===== config.mk =====
export PLATFORM = sky130hd
export DESIGN_NAME = hex_display_scanner
export DESIGN_NICKNAME = d
export VERILOG_FILES = /design/src/rtl/hex_display_scanner.sv
export SDC_FILE = /design/constraint.sdc
export NUM_CORES = 1
export LEC_CHECK = 0
export ABC_CLOCK_PERIOD_IN_PS = 3200
export BUFFER_PORTS_ARGS = -buffer_cell sky130_fd_sc_hd__buf_2
export CAP_MARGIN = 20
export CORE_MARGIN = 3
export CORE_UTILIZATION = 40
export CTS_CLUSTER_DIAMETER = 60
export DETAILED_ROUTE_END_ITERATION = 6
export PLACE_DENSITY = 0.56
export SYNTH_ARGS = -nofsm -noshare
export SYNTH_HDL_FRONTEND = slang
export SYNTH_SLANG_ARGS = --single-unit

===== constraint.sdc =====
create_clock -name clk -period 3.2 [get_ports clk]
set_input_delay 0.16 -clock clk [delete_from_list [all_inputs] [get_ports clk]]
set_output_delay 0.16 -clock clk [all_outputs]
set_load 0.01 [all_outputs]

===== src/rtl/hex_display_scanner.sv =====
// Time-multiplexed hex 7-segment driver: one digit per REFRESH_DIV-cycle slot,
// with a shadow value that is applied only at frame wrap so no frame is torn.
module hex_display_scanner #(
    parameter int NUM_DIGITS     = 4,
    parameter int REFRESH_DIV    = 50000,
    parameter bit ACTIVE_LOW_SEG = 1'b1,
    parameter bit ACTIVE_LOW_AN  = 1'b1
) (
    input  logic                    clk,
    input  logic                    rst_n,
    input  logic                    load,
    input  logic [4*NUM_DIGITS-1:0] value,
    input  logic [NUM_DIGITS-1:0]   dp_in,
    input  logic                    blank_lz,
    output logic [6:0]              seg,
    output logic                    dp,
    output logic [NUM_DIGITS-1:0]   an,
    output logic                    frame_tick,
    output logic                    pending
);
    localparam int PW = (REFRESH_DIV > 1) ? $clog2(REFRESH_DIV) : 1;
    localparam int DW = (NUM_DIGITS > 1) ? $clog2(NUM_DIGITS) : 1;

    function automatic logic [6:0] hexenc(input logic [3:0] n);
        case (n)
            4'h0: hexenc = 7'h3F;  4'h1: hexenc = 7'h06;
            4'h2: hexenc = 7'h5B;  4'h3: hexenc = 7'h4F;
            4'h4: hexenc = 7'h66;  4'h5: hexenc = 7'h6D;
            4'h6: hexenc = 7'h7D;  4'h7: hexenc = 7'h07;
            4'h8: hexenc = 7'h7F;  4'h9: hexenc = 7'h6F;
            4'hA: hexenc = 7'h77;  4'hB: hexenc = 7'h7C;
            4'hC: hexenc = 7'h39;  4'hD: hexenc = 7'h5E;
            4'hE: hexenc = 7'h79;  default: hexenc = 7'h71;
        endcase
    endfunction

    logic [PW-1:0]                prescaler;
    logic [DW-1:0]                digit_idx;
    logic [NUM_DIGITS-1:0][3:0]   disp_val, shadow_val;
    logic [NUM_DIGITS-1:0]        disp_dp, shadow_dp;
    logic [NUM_DIGITS-1:0]        zero_from, an_hot;
    logic                         slot_end, frame_end, blank;
    logic [6:0]                   seg_lit;

    assign slot_end  = (prescaler == PW'(REFRESH_DIV - 1));
    assign frame_end = slot_end && (digit_idx == DW'(NUM_DIGITS - 1));

    // zero_from[k]: every nibble from k up to the most significant is zero
    for (genvar k = 0; k < NUM_DIGITS; k++) begin : g_zero
        assign zero_from[k] = (disp_val[NUM_DIGITS-1:k] == '0);
    end

    always_comb begin
        an_hot = '0;
        for (int i = 0; i < NUM_DIGITS; i++)
            an_hot[i] = (digit_idx == DW'(i));
    end

    assign blank   = blank_lz && (digit_idx != '0) && zero_from[digit_idx];
    assign seg_lit = blank ? 7'h00 : hexenc(disp_val[digit_idx]);

    // Scan timing and the shadow/display value handoff
    always_ff @(posedge clk or negedge rst_n) begin
        if (!rst_n) begin
            prescaler  <= '0;
            digit_idx  <= '0;
            disp_val   <= '0;
            disp_dp    <= '0;
            shadow_val <= '0;
            shadow_dp  <= '0;
            pending    <= 1'b0;
        end else begin
            prescaler <= slot_end ? '0 : prescaler + 1'b1;
            if (slot_end)
                digit_idx <= frame_end ? '0 : digit_idx + 1'b1;
            if (load) begin
                shadow_val <= value;
                shadow_dp  <= dp_in;
            end
            if (frame_end) begin
                // A load landing on the wrap goes straight to the display
                if (load) begin
                    disp_val <= value;
                    disp_dp  <= dp_in;
                end else if (pending) begin
                    disp_val <= shadow_val;
                    disp_dp  <= shadow_dp;
                end
                pending <= 1'b0;
            end else if (load) begin
                pending <= 1'b1;
            end
        end
    end

    always_ff @(posedge clk or negedge rst_n) begin
        if (!rst_n) begin
            seg        <= {7{ACTIVE_LOW_SEG}};
            dp         <= ACTIVE_LOW_SEG;
            an         <= {NUM_DIGITS{ACTIVE_LOW_AN}};
            frame_tick <= 1'b0;
        end else begin
            seg        <= seg_lit ^ {7{ACTIVE_LOW_SEG}};
            dp         <= disp_dp[digit_idx] ^ ACTIVE_LOW_SEG;
            an         <= an_hot ^ {NUM_DIGITS{ACTIVE_LOW_AN}};
            frame_tick <= frame_end;
        end
    end
endmodule

Yosys cells after proc, flatten, opt, wreduce, memory -nomap -nowiden
Memory sizes are Yosys's and may differ from the RTL's.
Index checks and enable logic that the tools add are counted.
{"block": "op_classes", "addsub": 2, "n_lt_le_gt_ge": 1, "eq_ne": 4, "mux": 15, "bitwise": 3, "n_reduce_logical": 12}
{"op": "$mux 16", "n": 3}
{"op": "$add 16x1->16 const B", "n": 1}
{"op": "$eq 16x16->1 const B", "n": 1}
{"op": "$logic_not 16->1", "n": 1}
{"op": "$logic_not 12->1", "n": 1}
{"op": "$mux 4", "n": 3}
{"op": "$bmux 4 s2", "n": 1}
{"op": "$logic_not 8->1", "n": 1}
{"op": "$mux 7", "n": 1}
{"op": "$not 7->7", "n": 1}
{"op": "$reduce_bool 2->1", "n": 3}
{"op": "$bmux 1 s2", "n": 2}
{"op": "$eq 2x2->1 const B", "n": 2}
{"op": "$logic_not 4->1", "n": 1}
{"op": "$mux 1", "n": 4}
{"op": "$not 4->4", "n": 1}
{"op": "$logic_and 1x1->1", "n": 3}
{"op": "$lt 2x3->1 const B", "n": 1}
{"op": "$add 2x1->2 const B", "n": 1}
{"op": "$eq 2x1->1 const B", "n": 1}
{"op": "$logic_not 2->1", "n": 1}
{"op": "$mux 2", "n": 1}
{"op": "$reduce_and 2->1", "n": 1}
{"op": "$not 1->1", "n": 1}
{"block": "word_totals", "reg_bits": 72, "rom_bits": 112, "wordCells": 55, "n_memories": 1}
{"name": "(no name shown)", "depth": 16, "width": 7, "read_ports": 1, "rd_ports_with_merged_regs": 0, "wr": 0, "line_no": "25", "rtl": "case (n)"}

Longest topological paths before layout
Gate-level depths: netlist of the first run.
{"block": "depth", "ltp_word": 6, "depth_mapped": 7}

Least setup slack after synthesis of the first run
OpenSTA, ideal clock, no wires.
{"block": "synth_path", "path_type": "flip-flop to flip-flop", "start": "register digit_idx[0]", "end": "register seg[4]", "setup_time_ps": 98, "arrival_time_ps": 1775, "required_ps": 3102, "path_slack_ps": 1327, "stages_incl_launch_ff": 7, "path_buffers": 1, "period_less_slack_ps": 1873, "cell_sequence": "dfrtp_1 > buf_6 > mux4_2 > ha_1 > mux2_1 > o21ai_1 > nand2_1"}
{"block": "synth_between", "elab_chain_cells": 5}
{"item": "start: declaration", "line_no": "38", "rtl": "logic [DW-1:0] digit_idx;"}
{"item": "start signal: assignment", "line_no": "75", "rtl": "digit_idx <= frame_end ? '0 : digit_idx + 1'b1;"}
{"item": "$bmux 4 s2, or another cell as far along", "line_no": "60", "rtl": "assign seg_lit = blank ? 7'h00 : hexenc(disp_val[digit_idx]);"}
{"item": "$mux 4 (not written as such), or another cell as far along", "line_no": "60"}
{"item": "$mem_v2 16x7 / $logic_and 1x1->1 (equally long branches)"}
{"item": "$mux 7 *", "line_no": "60"}
{"item": "$not 7->7 (no source line) *"}
{"item": "end signal: assignment", "line_no": "98", "rtl": "seg <= {7{ACTIVE_LOW_SEG}};"}
{"item": "end signal: assignment", "line_no": "103", "rtl": "seg <= seg_lit ^ {7{ACTIVE_LOW_SEG}};"}
{"item": "end: declaration", "line_no": "15", "rtl": "output logic [6:0] seg,"}
Every way passes the cells marked *; elsewhere a longest branch is shown, timed or not. The select of a mux whose other input is x is not followed.
A chain may end at the register's enable or synchronous reset.

Worst setup path in the final report of the first run
Ends and elaborated chain as after synthesis.

==> results of run 1 <==
cell type report:
type                            count  area [um2]  area share [%]
Multi-Input combinational cell    157        1370            36.1
Tap cell                          102         128            3.37
Sequential cell                    72        1820            48.0
Timing Repair Buffer               41         215            5.69
Inverter                           10        37.5           0.992
Clock inverter                      7        95.1            2.51
Clock buffer                        9         124            3.27
power by group through the flow:
stage	registers, mW	clock network, mW	logic (mW)
global placement	0.957	0	0.0743
floorplan	0.956	0	0.0341
finish	0.940	0.785	0.0716
CTS	0.940	0.812	0.0750
global route	0.943	0.851	0.0830
detailed placement	0.958	0	0.0746
registers in the layout, indices dropped and copies added, names as in the netlist:
name / cells
an: 4
digit_idx: 2
disp_dp: 4
disp_val: 16
dp: 1
frame_tick: 1
pending: 1
prescaler: 16
seg: 7
shadow_dp: 4
shadow_val: 16
worst paths after layout:
kind                                 endpoint  slack (ns)  cells after the start
max in group asynchronous       shadow_val[5]        2.61                      2
worst min-delay path             shadow_dp[3]        0.02                      2
worst max register to register         seg[4]        1.04                      5
min in group clk                 shadow_dp[2]        0.07                      2
worst max-delay path                   seg[4]        1.04                      5
worst min register to register   prescaler[0]        0.48                      1
metrics by stage:
stage / utilization, % / setup WS [ns] / instances / power (mW)
floorplan: - / 1.33 / 249 / 0.990
global placement: 45.4 / 1.10 / 382 / 1.03
detailed placement: 45.4 / 1.03 / 382 / 1.03
CTS: 48.2 / 1.01 / 398 / 1.83
global route: 48.2 / 0.862 / 398 / 1.88
finish: 48.2 / 1.04 / 398 / 1.80
metal layers:
| layer | vias up | global-route usage [%] | share of wire (%) |
|---|---|---|---|
| met2 | 44 | 20.6 | 45 |
| met3 | 8 | 3.33 | 4.9 |
| li1 | 969 | - | - |
| met1 | 1012 | 19.6 | 49 |
| met4 | 0 | 6.78 | 1.7 |
| met5 | - | 0 | 0 |
cells by family (layout without fill, tap and decap cells):
family          count (synthesis)  count (layout)
flops                          72              72
buf+inv                        20              67
compound gates                 17              17
xor+xnor                       17              17
mux                            47              47
simple gates                   65              65
fa+ha+maj                      11              11
synthesized netlist by cell type, drive strengths merged, types with 8 or more instances:
library cell and instances:
mux2 41, dfrtp 60, nand3 13, nor2 13, ha 11, inv 10, dfstp 12, nand2 8
xor2 11
worst max-delay path, cell delays in order, from the launching register on:
cell and delay (ns):
dfrtp_1 0.62, mux4_2 0.64, ha_1 0.29, mux2_1 0.33, o21ai_1 0.13, nand2_1 0.07
==> results.cfg, run 1 <==
[run_status]
status = finished, final reports clean

[grt]
grt_max_degree = 73
overflow = 0
grt_use_total_pct = 14.0
grt_pass1_wl_um = 9970
antenna_found_initial = 0
grt_pass1_vias = 2116

[drt]
wire_per_inst_um = 14.3
route.detailed.drc = 0
finalWirelength_um = 5710
ant_nets = 0
drt_pass1_iterations = 4
drt_iter0_markers = 56
vias_per_cell = 5.11
dr_total_vias = 2033

[place]
place_area_mm2 = 0.00356
dpl.hpwl_um = 4030
port_buffers = 37
gp_congestion = 0.792

[logic_synthesis]
synth_edf_count = 0
ys.flop_type = dfrtp_1
ys_seq_elements = 72
synth_area_leaders = dfrtp_1 (46%), dfstp_2 (9.6%), mux2_1 (7.2%)
postSynthAreaPerCell_um2 = 13.2
synth_compound_area_share_pct = 3.35
syn-num-nets = 284
synth_largest_area_cell = dfrtp_1
synth_simple_gate_area_share_pct = 11.4
synth_cells = 249
synth_top_family_by_area = multiplexers
ys_seq_area_share_pct = 55.4
yosysTopAreaCellShare_pct = 45.7
synthAdderAreaFrac_pct = 4.19
async_flop_share_pct = 100
synth_warnings = 0
netlist_area_mm2 = 0.00328
synthMuxAreaShare_pct = 18.2
synthXorXnorAreaFrac_pct = 4.54
synth_cell_types = 40

[critical_path]
cp.arrival_ns = 2.40
crit_path_max_fanout = 10
r2r_start = digit_idx[0]
required_ns = 3.44
cp-startpoint = digit_idx[0]
worstSetupEndpointType = flop
critical_path.startpoint_type = flop
crit_type = flop to flop

[power_and_ir_drop]
p_int_mw = 1.41
ir_worst_vdd_mv = 0.212
p_seq_share_pct = 52.3
cellLeakagePower_nw = 1.79
swShare_pct = 21.6
switchingPower_uw = 388
powerDensity_mw_per_mm2 = 475
pwr-share-clk_pct = 43.7
p_comb_share_pct = 4.0

[timing]
final_max_slew_viol_count = 0
period_share_pct = 67.6
relSlewSlack_pct = 42.3
setup_viol = 0
fin_worst_skew_ns = 0.00996
fin_crit_ns = 2.16
finalSetupTns_ns = 0
max_freq_mhz = 462
rsz0062_at_grt = false
finalHoldViolations = 0
holdWs_ns = 0.0182
max_slew.worst_pin.slew_ns = 0.866

[die]
fp.dieW_um = 96.6
core_area_mm2 = 0.00785
die_area_mm2 = 0.00933
start_util_pct = 41.8
ioPinCount = 38
die_y_um = 96.6
rows = 32

[clocking]
clk_pin_slew_worst_paths_ns = 0.08
cts_resized = 0
clock-root-buffer = clkbuf_8
ctsHoldBuffers = 0
cts_tree = yes
cts_buffer_depth = 2
postCtsSetupBuffers = 0
cts_buffers = 9
clkLatencyLatePin_ns = 0.34
clock-sinks = 72
cts_max_level = 3

[cells_and_area]
final_nets = 326
drive_gt1_share_pct = 32.8
layout_common_cells = dfrtp_1 (60), buf_2 (37), mux2_1 (21)
antennaDiodeCount = 0
fin_area_mm2 = 0.00378
nFillCells = 746
syn2layout_area_growth_pct = 15.3
layout_commonest_cell = dfrtp_1

[worst_hold_path]
min_path_type = input port to asynchronous set/reset pin

[job]
drv_cap = 0
Power figures use the tool's default switching activity.
==> inputs of run 2 (changes only) <==
- ABC_CLOCK_PERIOD_IN_PS: 3200 -> 1800
- PLACE_DENSITY: 0.56 -> 0.58
- clock period: 3.2 -> 1.8 ns (I/O delays scaled with it)
==> run 2 against run 1 <==
Against the previous run:
- final cell count rose by 13%
- final area rose by 11%
- clock power rose by 43%
- combinational power rose by 130%
- sequential power rose by 78%
- total power rose by 65%
- first-iteration DRC count rose by 16%
==> results.cfg, run 2 (synthesis results as in run 1) <==
[cells_and_area]
nFillCells = 723
fin_area_mm2 = 0.00421
area.sequential_mm2 = 0.00182
syn2layout_area_growth_pct = 28.4
layout_commonest_cell = dfrtp_1
multi_input_area_mm2 = 0.00139
reg_top3 = disp_val (16), prescaler (16), shadow_val (16)
final_nets = 377
layout_common_cells = dfrtp_1 (59), buf_2 (37), buf_4 (33)
final_util_pct = 53.7
antennaDiodeCount = 0
drive_gt1_share_pct = 39.5

[drt]
wire_per_inst_um = 14.3
vias_per_cell = 4.90
dr_total_vias = 2199
drt_iter0_markers = 65
drt_pass1_iterations = 4
route.detailed.drc = 0
finalWirelength_um = 6420
ant_nets = 0

[die]
start_util_pct = 41.8
fp.dieW_um = 96.6
rows = 32
core_area_mm2 = 0.00785
die_area_mm2 = 0.00933
ioPinCount = 38
die_y_um = 96.6

[clocking]
clk_pin_slew_worst_paths_ns = 0.07
cts_buffers = 9
clock-sinks = 72
cts_max_level = 3
cts_tree = yes
clock-root-buffer = clkbuf_8
cts_buffer_depth = 2
clkLatencyLatePin_ns = 0.34

[power_and_ir_drop]
cellLeakagePower_nw = 2.01
powerDensity_mw_per_mm2 = 703
ir_worst_vdd_mv = 0.333

[critical_path]
worstPathCellList = ha_2 > and4_1 > and4_1 > nand3b_1 > buf_4 > buf_6 > mux2_1
critical_path.max_stage_delay_ns = 0.37
critical_path.startpoint_type = flop
critical-path-slowest-cell = dfrtp_1
critPathTopFamily = simple AND/OR/NAND/NOR gates
crit_path_max_fanout = 5
cp_common_cell = and4_1
required_ns = 2.01
cp.buffers_inverters = 2
crit_type = flop to flop
cp.arrival_ns = 1.97
worstSetupEndpointType = flop

[timing]
fin_crit_ns = 1.76
rsz0062_at_grt = true
fin_worst_skew_ns = 0.0125
max_slew.worst_pin.slew_ns = 0.566
finalHoldViolations = 0
final_max_slew_viol_count = 0
setup_viol = 0
holdWs_ns = 0.0222
relSlewSlack_pct = 62.3
period_share_pct = 97.7
max_freq_mhz = 569

[run_status]
status = finished, final reports clean

[grt]
grt_pass1_wl_um = 10400
overflow = 0
grt_pass1_vias = 2188
grt_use_total_pct = 14.8
antenna_found_initial = 0
grt_max_degree = 35

[job]
drv_cap = 0

[place]
place_area_mm2 = 0.00375
port_buffers = 37
gp_congestion = 0.852
dpl.hpwl_um = 4450

[worst_hold_path]
min_path_type = input port to flop
==> run 2: metrics by stage <==
stage | setup slack, ns | cells | setup TNS, ns | power [mW]
after CTS | 0.0101 | 436 | 0 | 3.01
after detailed placement | 0.0251 | 404 | 0 | 1.85
after floorplan | -0.0244 | 249 | -0.0244 | 1.76
final | 0.0421 | 449 | 0 | 2.96
after global placement | 0.0350 | 404 | 0 | 1.84
after global routing | -0.0391 | 449 | -0.432 | 3.09
==> run 2: timing repair <==
action | 4_1_cts | 5_1_grt
setup endpoints to repair | 0 | 24
hold endpoints to repair | 32 | 0
resized for setup | 0 | 11
setup buffers | 0 | 11
hold buffers | 16 | 0
==> run 2: final timing paths <==
path / from / end / slack, ns / cells past startpoint
worst max register to register: prescaler[1] / disp_dp[0] / 0.04 / 7
worst min register to register: disp_dp[2] / disp_dp[2] / 0.50 / 1
worst max-delay path: prescaler[1] / disp_dp[0] / 0.04 / 7
worst min-delay path: value[3] / shadow_val[3] / 0.02 / 2
max in group asynchronous: rst_n / seg[1] / 0.89 / 3
min in group asynchronous: rst_n / prescaler[7] / 0.28 / 2
==> run 2: metal layers <==
metal | up-vias | global-route usage [%] | share of wire [%]
met4 | 0 | 6.78 | 1.5
met5 | - | 0 | 0
met2 | 36 | 23.3 | 48
met1 | 1087 | 19.4 | 47
met3 | 8 | 3.41 | 3.3
li1 | 1068 | - | -
==> run 2: power by group <==
part / total (mW) / switching, mW / internal, mW
Combinational: 0.165 / 0.0748 / 0.0897
Sequential: 1.67 / 0.0104 / 1.66
Clock: 1.12 / 0.589 / 0.533
Total: 2.96 / 0.675 / 2.29
==> run 2: layout make-up <==
type	count	share of cell area (%)
Multi-Input combinational cell	157	32.9
Sequential cell	72	43.2
Timing Repair Buffer	92	15.9
Clock inverter	5	0.772
Inverter	10	0.891
Clock buffer	11	3.36
Tap cell	102	3.03
